`config.mk`:
```
export PLATFORM = sky130hd
export DESIGN_NAME = muldiv_unit_flat
export DESIGN_NICKNAME = d
export VERILOG_FILES = /design/src/rtl/muldiv_unit_if.sv /design/src/rtl/muldiv_unit.sv /design/src/flat_wrapper.sv
export SDC_FILE = /design/constraint.sdc
export NUM_CORES = 1
export LEC_CHECK = 0
export CORE_MARGIN = 8
export CORE_UTILIZATION = 58
export CTS_CLUSTER_SIZE = 24
export DETAILED_ROUTE_END_ITERATION = 16
export PLACE_DENSITY = 0.84
export SYNTH_ARGS = -nofsm -noshare
export SYNTH_HDL_FRONTEND = slang
export SYNTH_SLANG_ARGS = --single-unit
```
`constraint.sdc`:
```
create_clock -name clk -period 3.65 [get_ports clk]
set_input_delay 0.365 -clock clk [delete_from_list [all_inputs] [get_ports clk]]
set_output_delay 0.365 -clock clk [all_outputs]
set_load 0.01 [all_outputs]
```
`src/rtl/muldiv_unit_if.sv`:
```
// Handshake and data bundle between the pipeline and the multiply/divide unit.
// The pipeline side drives launches and MTHI/MTLO writes; the unit returns
// busy/done and the architectural HI/LO registers.
interface muldiv_unit_if #(
  parameter int WIDTH = 32
);
  logic             start;
  logic [1:0]       op;
  logic [WIDTH-1:0] rs_data;
  logic [WIDTH-1:0] rt_data;
  logic             mthi;
  logic             mtlo;
  logic [WIDTH-1:0] mt_data;
  logic             busy;
  logic             done;
  logic [WIDTH-1:0] hi;
  logic [WIDTH-1:0] lo;

  modport master (
    output start, op, rs_data, rt_data, mthi, mtlo, mt_data,
    input  busy, done, hi, lo
  );

  modport slave (
    input  start, op, rs_data, rt_data, mthi, mtlo, mt_data,
    output busy, done, hi, lo
  );
endinterface

```
`src/rtl/muldiv_unit.sv`:
```
// Iterative multiply/divide unit holding the architectural HI/LO registers.
// Signed operands are reduced to magnitudes on launch, WIDTH radix-2 steps run
// on a shared 2*WIDTH accumulator (shift-add or restoring divide), and a final
// FIX cycle restores signs and writes HI/LO.
module muldiv_unit #(
  parameter int WIDTH = 32
) (
  input  logic          clk,
  input  logic          reset,
  muldiv_unit_if.slave  bus
);

  localparam int CW = (WIDTH > 1) ? $clog2(WIDTH) : 1;

  typedef enum logic [1:0] {
    IDLE,
    CALC,
    FIX
  } state_t;

  state_t             state;
  logic [CW-1:0]      count;
  logic [2*WIDTH-1:0] acc;
  logic [WIDTH-1:0]   operand;
  logic               is_div;
  logic               neg_lo;
  logic               neg_hi;
  logic               div_zero;
  logic [WIDTH-1:0]   hi_q;
  logic [WIDTH-1:0]   lo_q;
  logic               busy_q;
  logic               done_q;

  logic               signed_op;
  logic               rs_neg;
  logic               rt_neg;
  logic [WIDTH-1:0]   rs_mag;
  logic [WIDTH-1:0]   rt_mag;
  logic [WIDTH:0]     mul_sum;
  logic [WIDTH:0]     div_shift;
  logic               div_ge;
  logic [WIDTH-1:0]   div_rem;
  logic [2*WIDTH-1:0] step_next;
  logic [2*WIDTH-1:0] prod_fix;
  logic [WIDTH-1:0]   fix_hi;
  logic [WIDTH-1:0]   fix_lo;

  assign bus.busy = busy_q;
  assign bus.done = done_q;
  assign bus.hi   = hi_q;
  assign bus.lo   = lo_q;

  // Launch-time operand conditioning: signed ops work on magnitudes.
  always_comb begin
    signed_op = ~bus.op[0];
    rs_neg    = signed_op & bus.rs_data[WIDTH-1];
    rt_neg    = signed_op & bus.rt_data[WIDTH-1];
    rs_mag    = rs_neg ? (~bus.rs_data + 1'b1) : bus.rs_data;
    rt_mag    = rt_neg ? (~bus.rt_data + 1'b1) : bus.rt_data;
  end

  // One radix-2 step: upper half is partial product / remainder, lower half is multiplier / quotient.
  always_comb begin
    mul_sum   = {1'b0, acc[2*WIDTH-1:WIDTH]} + {1'b0, (acc[0] ? operand : {WIDTH{1'b0}})};
    div_shift = {acc[2*WIDTH-1:WIDTH], acc[WIDTH-1]};
    div_ge    = (div_shift >= {1'b0, operand});
    div_rem   = div_shift[WIDTH-1:0] - operand;
    step_next = {mul_sum, acc[WIDTH-1:1]};
    if (is_div) begin
      if (div_ge) begin
        step_next = {div_rem, acc[WIDTH-2:0], 1'b1};
      end else begin
        step_next = {acc[2*WIDTH-2:0], 1'b0};
      end
    end
  end

  // Sign restoration; the most-negative / -1 case falls out naturally as a positive 2^(W-1) quotient.
  always_comb begin
    prod_fix = neg_lo ? (~acc + 1'b1) : acc;
    fix_hi   = prod_fix[2*WIDTH-1:WIDTH];
    fix_lo   = prod_fix[WIDTH-1:0];
    if (is_div) begin
      fix_lo = neg_lo ? (~acc[WIDTH-1:0] + 1'b1) : acc[WIDTH-1:0];
      fix_hi = neg_hi ? (~acc[2*WIDTH-1:WIDTH] + 1'b1) : acc[2*WIDTH-1:WIDTH];
      if (div_zero) begin
        fix_lo = {WIDTH{1'b1}};
      end
    end
  end

  // Control FSM with registered busy/done and the HI/LO architectural state.
  always_ff @(posedge clk) begin
    if (reset) begin
      state    <= IDLE;
      count    <= '0;
      acc      <= '0;
      operand  <= '0;
      is_div   <= 1'b0;
      neg_lo   <= 1'b0;
      neg_hi   <= 1'b0;
      div_zero <= 1'b0;
      hi_q     <= '0;
      lo_q     <= '0;
      busy_q   <= 1'b0;
      done_q   <= 1'b0;
    end else begin
      done_q <= 1'b0;
      case (state)
        IDLE: begin
          if (bus.start) begin
            is_div   <= bus.op[1];
            operand  <= rt_mag;
            acc      <= {{WIDTH{1'b0}}, rs_mag};
            neg_lo   <= rs_neg ^ rt_neg;
            neg_hi   <= rs_neg;
            div_zero <= bus.op[1] & (bus.rt_data == '0);
            count    <= '0;
            busy_q   <= 1'b1;
            state    <= CALC;
          end else begin
            if (bus.mthi) begin
              hi_q <= bus.mt_data;
            end
            if (bus.mtlo) begin
              lo_q <= bus.mt_data;
            end
          end
        end
        CALC: begin
          acc   <= step_next;
          count <= count + CW'(1);
          if (count == CW'(WIDTH - 1)) begin
            state <= FIX;
          end
        end
        FIX: begin
          hi_q   <= fix_hi;
          lo_q   <= fix_lo;
          busy_q <= 1'b0;
          done_q <= 1'b1;
          state  <= IDLE;
        end
        default: begin
          state <= IDLE;
        end
      endcase
    end
  end

endmodule

```
`src/flat_wrapper.sv`:
```
// flat-port wrapper written by rule: the top's interface ports become plain ports
module muldiv_unit_flat 
#(
  parameter int WIDTH = 32
)
  (clk, reset, bus_start, bus_op, bus_rs_data, bus_rt_data, bus_mthi, bus_mtlo, bus_mt_data, bus_busy, bus_done, bus_hi, bus_lo);
  muldiv_unit_if #(.WIDTH(WIDTH)) bus_i ();
  input  logic clk;
  input  logic reset;
  input wire logic [$bits(bus_i.start)-1:0] bus_start;
  input wire logic [$bits(bus_i.op)-1:0] bus_op;
  input wire logic [$bits(bus_i.rs_data)-1:0] bus_rs_data;
  input wire logic [$bits(bus_i.rt_data)-1:0] bus_rt_data;
  input wire logic [$bits(bus_i.mthi)-1:0] bus_mthi;
  input wire logic [$bits(bus_i.mtlo)-1:0] bus_mtlo;
  input wire logic [$bits(bus_i.mt_data)-1:0] bus_mt_data;
  output wire logic [$bits(bus_i.busy)-1:0] bus_busy;
  output wire logic [$bits(bus_i.done)-1:0] bus_done;
  output wire logic [$bits(bus_i.hi)-1:0] bus_hi;
  output wire logic [$bits(bus_i.lo)-1:0] bus_lo;
  assign bus_i.start = bus_start;
  assign bus_i.op = bus_op;
  assign bus_i.rs_data = bus_rs_data;
  assign bus_i.rt_data = bus_rt_data;
  assign bus_i.mthi = bus_mthi;
  assign bus_i.mtlo = bus_mtlo;
  assign bus_i.mt_data = bus_mt_data;
  assign bus_busy = bus_i.busy;
  assign bus_done = bus_i.done;
  assign bus_hi = bus_i.hi;
  assign bus_lo = bus_i.lo;
  muldiv_unit #(.WIDTH(WIDTH)) u_core (.clk(clk), .reset(reset), .bus(bus_i));
endmodule
```
==> run metrics <==
outcome complete, no violations; area of the mapped netlist 14200 um2; largest incremental delay on the critical path 530 ps; switching share of total power 35.9%; maximum number of pins on one net before global-route repair 79; htree depth 4; post-synthesis sequential element count 173; number of enable flip-flop cells after synthesis 0; most frequent cells in the layout nor2_1 (230), dfxtp_1 (172), nand2_1 (169), clkdlybuf4s50_1 (167), a21oi_1 (161); CP Data Required Time 3960 ps; Setup Crit Path Kind register to register; portion of the clock cycle consumed by the worst path in the final layout 94.8%; Layout area overhead 20.8%; Max Root-Sink Buffers 2; vertical die dimension 173 um; number of antenna-violating nets in the routed design 0; footprint of the multi-input gates 10100 um2; routed vias 15500; total of max-cap violations 0; Critical R2R Launch u_core.operand[4]; pre-CTS setup slack 97.7 ps; final setup vio count 0; maximum net fanout on the critical path 16; reg-to-reg critical path endpoint u_core.acc[62]; fin cells 2405; count of different cell masters after synthesis 79; TritonCTS clock tree done; power spent charging and discharging nets 0.00209 W; Seq pwr share 36.5%; number of hold violations in the final report 0; worst vdd rail ir drop 0.280 mV; clock tree sinks 173; number of antenna violations at the first check in global routing 1; RD Place Congestion 0.984; iteration-0 DRC count of the detailed router 1824; sequential area share after synthesis 24.3%; hold path endpoint u_core.bus.lo[25]; clock share of power 32.7%; Worst Min Path Start u_core.bus.lo[25]; Detailed Routing Iterations Pass 1 6; final slew viol count 0; number of stages on the worst hold path 2; RSZ-0062 raised after global routing false; Total Routed Length 50500 um; number of buffer and inverter instances along the worst setup path 2; storage element area 3460 um2; Data arrival, critical path 3770 ps; internal power 0.00374 W; synthesized area per cell 7.42 um2; Tot GR Track Use 32.2%; slowest cell on the critical path or4b_1; fraction of synthesis flops using an asynchronous set or reset pin 0%; number of top-level pins 169; site row count 57; total power 0.00583 W; DRC 0; DP HPWL 38800 um; clock buffers created by TritonCTS 17; core area 24200 um2; minimum clock period 3460 ps; series of cell instances along the critical path inv_1 -> ha_1 -> a21o_1 -> a31oi_2 -> a21oi_1 -> or4b_1 -> and4_1 -> o2111ai_1 -> a21boi_2 -> nor2_2 -> buf_4 -> mux2i_1 -> o221ai_1; combinational group share of total power 30.8%; clock slew at the register clock pins of the worst setup and hold paths 80 ps; sort of element at the end of the critical path register; Net count, final 2243; Skew-Pair Late Insertion Delay 450 ps; die area 29800 um2; initial core utilization 58.9%; kind of start point of the critical path register; cell class contributing the biggest share of worst-path delay compound AO/OA/AOI/OAI gates; classification of the worst-slack hold path register to register; remaining global-route overflow 0; routed len/inst 21.0 um; number of instances in the synthesized netlist 1919; Port Buffers 168; worst slew margin relative to its limit 41.2%; routed via count divided by cell count 6.46; number of fill cells in the layout 2025; Post-Synthesis Net Count 2094; top flip-flop cell by instance count after synthesis dfxtp_1; diodes inserted 0; peak clock frequency supported by timing 289 MHz; static power due to leakage 6.90 nW; x dimension of the die 173 um; startpoint of the worst setup timing path u_core.operand[4]; slack of the worst reg-to-reg path 190 ps; most common library cell in the layout ignoring fill and taps nor2_1; first-pass GRT wire length 79500 um; Final Worst Setup Slack 189 ps; number of placed instances with taps included 2373; hold buffer count at cts 0; share of final-layout standard cells stronger than drive strength 1 8.27%; Hold Slack 457 ps; worst slew pin tran 878 ps; post-CTS setup buffer count 0; post-route clock skew 13.5 ps; number of synthesis warnings 0; worst reg-to-reg path cell count 13; CTS root buffer clkbuf_16; power per cell area 339 nW/um2; via count of the first global-routing pass 14600; Setup TNS Final 0 ps
==> power by group through the flow <==
stage / clock network [W] / registers, W / logic, W
after floorplan: 0 / 0.00214 / 0.00111
after global placement: 0 / 0.00216 / 0.00171
after detailed placement: 0 / 0.00217 / 0.00174
after CTS: 0.00189 / 0.00212 / 0.00175
after global routing: 0.00198 / 0.00214 / 0.00193
final: 0.00191 / 0.00213 / 0.00180
==> per-layer routing <==
layer / global-route usage (%) / part of all wire (%)
met3: 7.12 / 10
met5: 0 / 0
met2: 48.3 / 43
met1: 44.2 / 43
met4: 12.8 / 4.0
==> metrics by stage <==
stage / instance area [um2] / util [%]
2_1_floorplan: 14200 / -
3_3_place_gp: 16600 / 68.5
3_5_place_dp: 16600 / 68.5
4_1_cts: 17200 / 71.0
5_1_grt: 17200 / 71.1
6_report: 17200 / 71.1
==> tightest hold or removal path: stages (launching register included) <==
cell	delay, ps
dfxtp_1	310
nand2_1	50
a21oi_1	50
==> Yosys cell counts, types with 28 or more instances <==
library cell	count	area (um2)
o21ai_0	129	646
xnor2_1	91	797
nand2_1	169	634
inv_1	69	259
a21o_1	31	233
nand3_1	31	155
nor3_1	30	150
nor2_1	231	867
ha_1	70	876
a211oi_1	105	788
a22oi_1	28	210
a21oi_1	161	806
xor2_1	70	613
clkbuf_1	115	432
mux2i_1	60	601
dfxtp_1	173	3460
==> logic make-up (layout without fill, tap and decap cells) <==
family / count (synthesis) / count (layout) / synth area share (%)
multiplexers: 63 / 63 / 4.46
AO/OA/AOI/OAI: 617 / 617 / 28.3
AND/OR/NAND/NOR: 633 / 633 / 21.1
adder cells (fa/ha/maj): 72 / 72 / 6.43
XOR/XNOR: 161 / 161 / 9.91
flip-flops: 173 / 173 / 24.3
buffers and inverters: 200 / 362 / 5.45
==> registers in the layout (all words and copies together), names as in the netlist, 2 cells and up <==
signal / count
u_core.acc: 64
u_core.bus.hi: 32
u_core.bus.lo: 32
u_core.count: 5
u_core.operand: 32
u_core.state: 2
==> area by class of cell <==
class | instances | area share [%]
clock inverter | 15 | 0.990
sequential | 173 | 20.2
inverter | 69 | 1.51
clock buffer | 17 | 2.47
timing repair buffer | 261 | 14.0
multi-input combinational | 1546 | 58.5
tap | 324 | 2.36
==> worst max path at each step <==
stage	endpoint	depth (start not counted)
6_report	u_core.acc[62]	13
5_1_grt	u_core.acc[52]	13
4_1_cts	u_core.acc[56]	12
3_5_place_dp	u_core.acc[30]	13
3_3_place_gp	u_core.acc[26]	13
2_1_floorplan	u_core.acc[62]	14
==> timing repair <==
item                                    in CTS  in global routing
resized for setup                            0                  6
endpoints found under the setup margin       0                 33
endpoints found under the hold margin        0                  0
Power figures use the tool's default switching activity.
==> patch 1, RTL diff (same settings) <==
`WIDTH` is set to 32 in 3 places; all go to 16.
--- a/src/rtl/muldiv_unit_if.sv
+++ b/src/rtl/muldiv_unit_if.sv
@@ -2,7 +2,7 @@
 // The pipeline side drives launches and MTHI/MTLO writes; the unit returns
 // busy/done and the architectural HI/LO registers.
 interface muldiv_unit_if #(
-  parameter int WIDTH = 32
+  parameter int WIDTH = 16
 );
   logic             start;
   logic [1:0]       op;
--- a/src/rtl/muldiv_unit.sv
+++ b/src/rtl/muldiv_unit.sv
@@ -3,7 +3,7 @@
 // on a shared 2*WIDTH accumulator (shift-add or restoring divide), and a final
 // FIX cycle restores signs and writes HI/LO.
 module muldiv_unit #(
-  parameter int WIDTH = 32
+  parameter int WIDTH = 16
 ) (
   input  logic          clk,
   input  logic          reset,
--- a/src/flat_wrapper.sv
+++ b/src/flat_wrapper.sv
@@ -1,7 +1,7 @@
 // flat-port wrapper written by rule: the top's interface ports become plain ports
 module muldiv_unit_flat 
 #(
-  parameter int WIDTH = 32
+  parameter int WIDTH = 16
 )
   (clk, reset, bus_start, bus_op, bus_rs_data, bus_rt_data, bus_mthi, bus_mtlo, bus_mt_data, bus_busy, bus_done, bus_hi, bus_lo);
   muldiv_unit_if #(.WIDTH(WIDTH)) bus_i ();
Interface: changed (5 resized); port bits go from 169 to 89. The function was not compared with the original's and may differ.
==> patch 1 against the unedited design <==
  * Power fell by 50%
  * Final area fell by 52%
  * Setup slack improved by 330 ps
  * Die area fell by 47%
  * Area after synthesis fell by 51%
  * Largest power group unchanged
  * Via count fell by 55%
  * Clock power fell by 48%
  * Sequential cell count fell by 81
  * Routed wire length fell by 61%
==> patch 1: results (changes against the unedited design) <==
| Metric | Value |
|---|---|
| Status | finished, final reports clean (unchanged) |
| P per Cell Area | 356 nW/µm² (was 339 nW/µm²) |
| Synth cell types | 67 (was 79) |
| Nonclk buf count | 103 (was 261) |
| CP max FO | 9 (was 16) |
| Drt first-iter violations | 772 (was 1824) |
| Later-pin clock latency in the skew report | 350 ps (was 450 ps) |
| Multi-Input Combinational | 745 (was 1546) |
| CLK BUF | 9 (was 17) |
| H-tree depth | 3 (was 4) |
| Vias | 7017 (was 15500) |
| Rel. slew slack | 14.6% (was 41.2%) |
| Post-DP Area | 7940 µm² (was 16600 µm²) |
| IO buf count | 88 (was 168) |
| Post-synthesis sequential area ratio | 26.4% (was 24.3%) |
| Largest cells by area after synthesis | dfxtp_1 26%, nor2_1 8.2%, ha_1 6.6% (was dfxtp_1 24%, ha_1 6.2%, nor2_1 6.1%) |
| Skew final | 11.2 ps (was 13.5 ps) |
| DR WL/cell | 17.3 µm (was 21.0 µm) |
| Register area | 1840 µm² (was 3460 µm²) |
| GRT Util Overall | 24.3% (was 32.2%) |
| Most frequent cells after synthesis | 153 x nor2_1, 92 x dfxtp_1, 82 x a21oi_1 (was 231 x nor2_1, 173 x dfxtp_1, 169 x nand2_1) |
| Fill cell count | 982 (was 2025) |
| Non-CTS inverters | 36 (was 69) |
| RD Place Congestion | 0.986 (was 0.984) |
| Non-clk buf share | 12.0% (was 14.0%) |
| Worst reg2reg path startpoint | u_core.acc[0] (was u_core.operand[4]) |
| Synth Net Count | 1021 (was 2094) |
| TritonRoute pass-1 iters | 5 (was 6) |
| Initial antenna violation count | 0 (was 1) |
| CTS Sinks | 92 (was 173) |
| Dpl hpwl | 14.8 mm (was 38.8 mm) |
| Worst Min Path Start | u_core.operand[14] (was u_core.bus.lo[25]) |
| Number of global-route vias before repair | 6356 (was 14600) |
| Area of the multi-input gates | 4790 µm² (was 10100 µm²) |
| Worst path arrival time | 3420 ps (was 3770 ps) |
| Clock-cell share | 3.82% (was 3.46%) |
[patch 1: changes by cell type after synthesis, sizes merged, moves of 64 or more]
cell,delta
dfxtp,-81
o21ai,-91
xnor2,-64
nor2,-78
clkbuf,-71
a21oi,-81
nand2,-102
[patch 1: final timing paths]
check,to,slack (ps),depth (start not counted)
worst max register to register,u_core.acc[30],510,11
worst max-delay path,u_core.acc[30],510,11
worst min-delay path,u_core.operand[14],460,2
worst min register to register,u_core.operand[14],460,2
[patch 1: cells by family after synthesis]
group	Yosys count	share of synthesized area, %
AND/OR/NAND/NOR	331	21.7
AO/OA/AOI/OAI	272	26.2
flip-flops	92	26.4
buffers and inverters	90	5.02
XOR/XNOR	74	9.29
adder cells (fa/ha/maj)	39	7.21
multiplexers	29	4.16
[patch 1: metrics by stage]
step / cells / utilization (%) / setup slack, ps / hold slack [ps]
2_1_floorplan: 927 / - / 672 / 432
3_3_place_gp: 1123 / 66.9 / 600 / 441
3_5_place_dp: 1123 / 66.9 / 541 / 449
4_1_cts: 1139 / 69.6 / 527 / 458
5_1_grt: 1139 / 69.6 / 316 / 482
6_report: 1139 / 69.6 / 515 / 457
[patch 1: routing by layer]
layer	global-route usage [%]	routed length, µm
met5	0	0
met1	33.8	9240
met3	4.30	1300
met2	37.3	8790
met4	7.74	382
[patch 1: critical path: stages (launching register included)]
cell and delay (ps):
dfxtp_1 420, clkinv_1 270, buf_4 270, nor2_1 120
ha_1 300, a31oi_1 280, a31oi_1 190, a221o_1 390
a311o_1 370, xnor2_1 120, o221a_2 230, a21oi_1 100
[patch 1: power by group]
group | leakage, nW | switching, mW | internal [mW]
registers | 0.754 | 0.0725 | 1.06
logic | 2.26 | 0.452 | 0.347
clock network | 0.147 | 0.452 | 0.547
total | 3.16 | 0.977 | 1.96
==> patch 2, RTL diff (same flow settings) <==
Made on the original files. Reset style: asynchronous (`reset`), changed in one clocked block.
--- a/src/rtl/muldiv_unit.sv
+++ b/src/rtl/muldiv_unit.sv
@@ -90,7 +90,7 @@
   end
 
   // Control FSM with registered busy/done and the HI/LO architectural state.
-  always_ff @(posedge clk) begin
+  always_ff @(posedge clk or posedge reset) begin
     if (reset) begin
       state    <= IDLE;
       count    <= '0;
Check against the original RTL: differs if reset is asserted again (counterexample within 4 cycles, from zero or initial values and one cycle with reset high); with reset held inactive, the same outputs for 10 cycles.
==> patch 2 against the unedited design <==
  * Critical path depth grew 2
  * Sequential cell count unchanged
  * First-iteration DRC count down 4.2%
  * Routed wire length down 4.7%
  * Die area fell by 0.73%
  * Area after synthesis down 0.81%
  * Synthesized cell count fell by 6.0%
  * Setup slack worse by 90 ps
  * Final area up 1.6%
  * Critical endpoint is now u_core.acc[35]
Power is left out: it rests on default switching activity, and per cell area and clock period it moved more than threefold.
==> patch 2: results (changes against the unedited design) <==
| Metric | Value |
|---|---|
| Status | finished, final reports clean (unchanged) |
| TritonRoute pass-1 iters | 7 (was 6) |
| Final setup violation count | 0 (unchanged) |
| Skew final | 20.5 ps (was 13.5 ps) |
| Worst path arrival time | 3860 ps (was 3770 ps) |
| Biggest register | u_core.acc (unchanged) |
| DR WL/cell | 20.6 µm (was 21.0 µm) |
| Crit-path slowest cell | dfrtp_1 (was or4b_1) |
| Non-Filler Instances | 2344 (was 2405) |
| Post-synth top flop | dfrtp_1 (was dfxtp_1) |
| Cell family with most CP delay | compound AO/OA/AOI/OAI gates (unchanged) |
| Number of global-route vias before repair | 14000 (was 14600) |
| H-tree depth | 4 (unchanged) |
| Synth Warn # | 0 (unchanged) |
| Largest cells by area after synthesis | dfrtp_1 31%, o21ai_0 8.7%, xnor2_1 6.9% (was dfxtp_1 24%, ha_1 6.2%, nor2_1 6.1%) |
| CP max FO | 10 (was 16) |
| GRT Util Overall | 32.1% (was 32.2%) |
| Vias | 14700 (was 15500) |
| RD Place Congestion | 1.04 (was 0.984) |
| Layout cells sized above 1 | 9.36% (was 8.27%) |
| Cells after Synth | 1803 (was 1919) |
| Placed insts | 2312 (was 2373) |
| Synth cell types | 67 (was 79) |
| Synth Net Count | 1978 (was 2094) |
| Later-pin clock latency in the skew report | 450 ps (about the same) |
| CTS buffer count | 17 (unchanged) |
| Max stage delay on crit path | 390 ps (was 530 ps) |
| N_diodes | 0 (unchanged) |
| IO buf count | 168 (unchanged) |
| HP Class | in2async (was reg2reg) |
| Largest net degree at the start of global routing | 106 (was 79) |
| Clock Pin Slew Worst Setup and Hold Paths | 90 ps |
| Initial antenna violation count | 0 (was 1) |
| Root buf cell | clkbuf_16 (unchanged) |
| CTS max path bufs | 2 (unchanged) |
| Largest register FFs | 64 (unchanged) |
| Post-synthesis sequential area ratio | 30.7% (was 24.3%) |
| Post-CTS Resized | 0 (unchanged) |
| Drt first-iter violations | 1748 (was 1824) |
| Post-CTS Setup Bufs | 0 (unchanged) |
| Most frequent cells after synthesis | 245 x o21ai_0, 230 x nand2_1, 173 x dfrtp_1 (was 231 x nor2_1, 173 x dfxtp_1, 169 x nand2_1) |
| Ys async rst share | 100% (was 0%) |
| Layout Nets | 2182 (was 2243) |
| Global-route wire length before repair | 74.6 mm (was 79.5 mm) |
| Rel. slew slack | 22.0% (was 41.2%) |
| Dpl hpwl | 37.6 mm (was 38.8 mm) |
[patch 2: cell types whose count changed after synthesis, sizes merged, moves of 20 or more]
cell	delta
dfrtp	+173
a211oi	-94
o221ai	-24
o22ai	+35
xnor2	+21
o21ai	+118
nand2	+61
a21oi	-35
dfxtp	-173
or3	-20
nor2	-106
[patch 2: cells by family (layout without fill, tap and decap cells)]
kind of cell | Yosys count | in the layout | share of synthesized area (%)
multiplexers | 53 | 53 | 3.76
flip-flops | 173 | 173 | 30.7
buffers and inverters | 174 | 391 | 4.63
XOR/XNOR | 171 | 171 | 10.6
AO/OA/AOI/OAI | 598 | 598 | 25.3
AND/OR/NAND/NOR | 562 | 562 | 18.6
adder cells (fa/ha/maj) | 72 | 72 | 6.49
[patch 2: layout make-up]
| cell class | count | area [µm²] |
|---|---|---|
| repair buffers | 296 | 2680 |
| clock buffers | 17 | 425 |
| multi-input cells | 1456 | 9210 |
| well taps | 324 | 405 |
| flip-flops and latches | 173 | 4330 |
| clock inverters | 15 | 180 |
| inverters | 63 | 240 |
| fillers | 1974 | 6630 |
[patch 2: per-stage QoR]
stage          utilization, %  setup TNS (ps)  hold slack [ps]  instance area, µm²  setup WS [ps]
2_1_floorplan               -               0              448               14100            381
3_3_place_gp             69.9            -132              461               16800          -65.9
3_5_place_dp             69.9            -401              470               16800           -189
4_1_cts                  72.4               0              191               17400            113
5_1_grt                  72.5               0              198               17500           3.06
6_report                 72.5               0              178               17500           99.2
[patch 2: path summary, 6_finish.rpt]
check                                    from                 end  slack, ps  cells after the start
max                         u_core.operand[4]      u_core.acc[35]        100                     15
min                                     reset      u_core.acc[36]        180                      2
max reg2reg                 u_core.operand[4]      u_core.acc[35]        100                     15
min reg2reg                u_core.operand[13]  u_core.operand[13]        480                      2
max in group asynchronous               reset      u_core.acc[16]       2620                      3
min in group clk           u_core.operand[13]  u_core.operand[13]        480                      2
[patch 2: layer usage]
metal	up-vias	share of wire, %	GRT usage, %
li1	6860	-	-
met1	6925	42	44.6
met2	821	43	48.9
met3	98	11	5.18
met4	0	3.6	13.3
met5	-	0	0
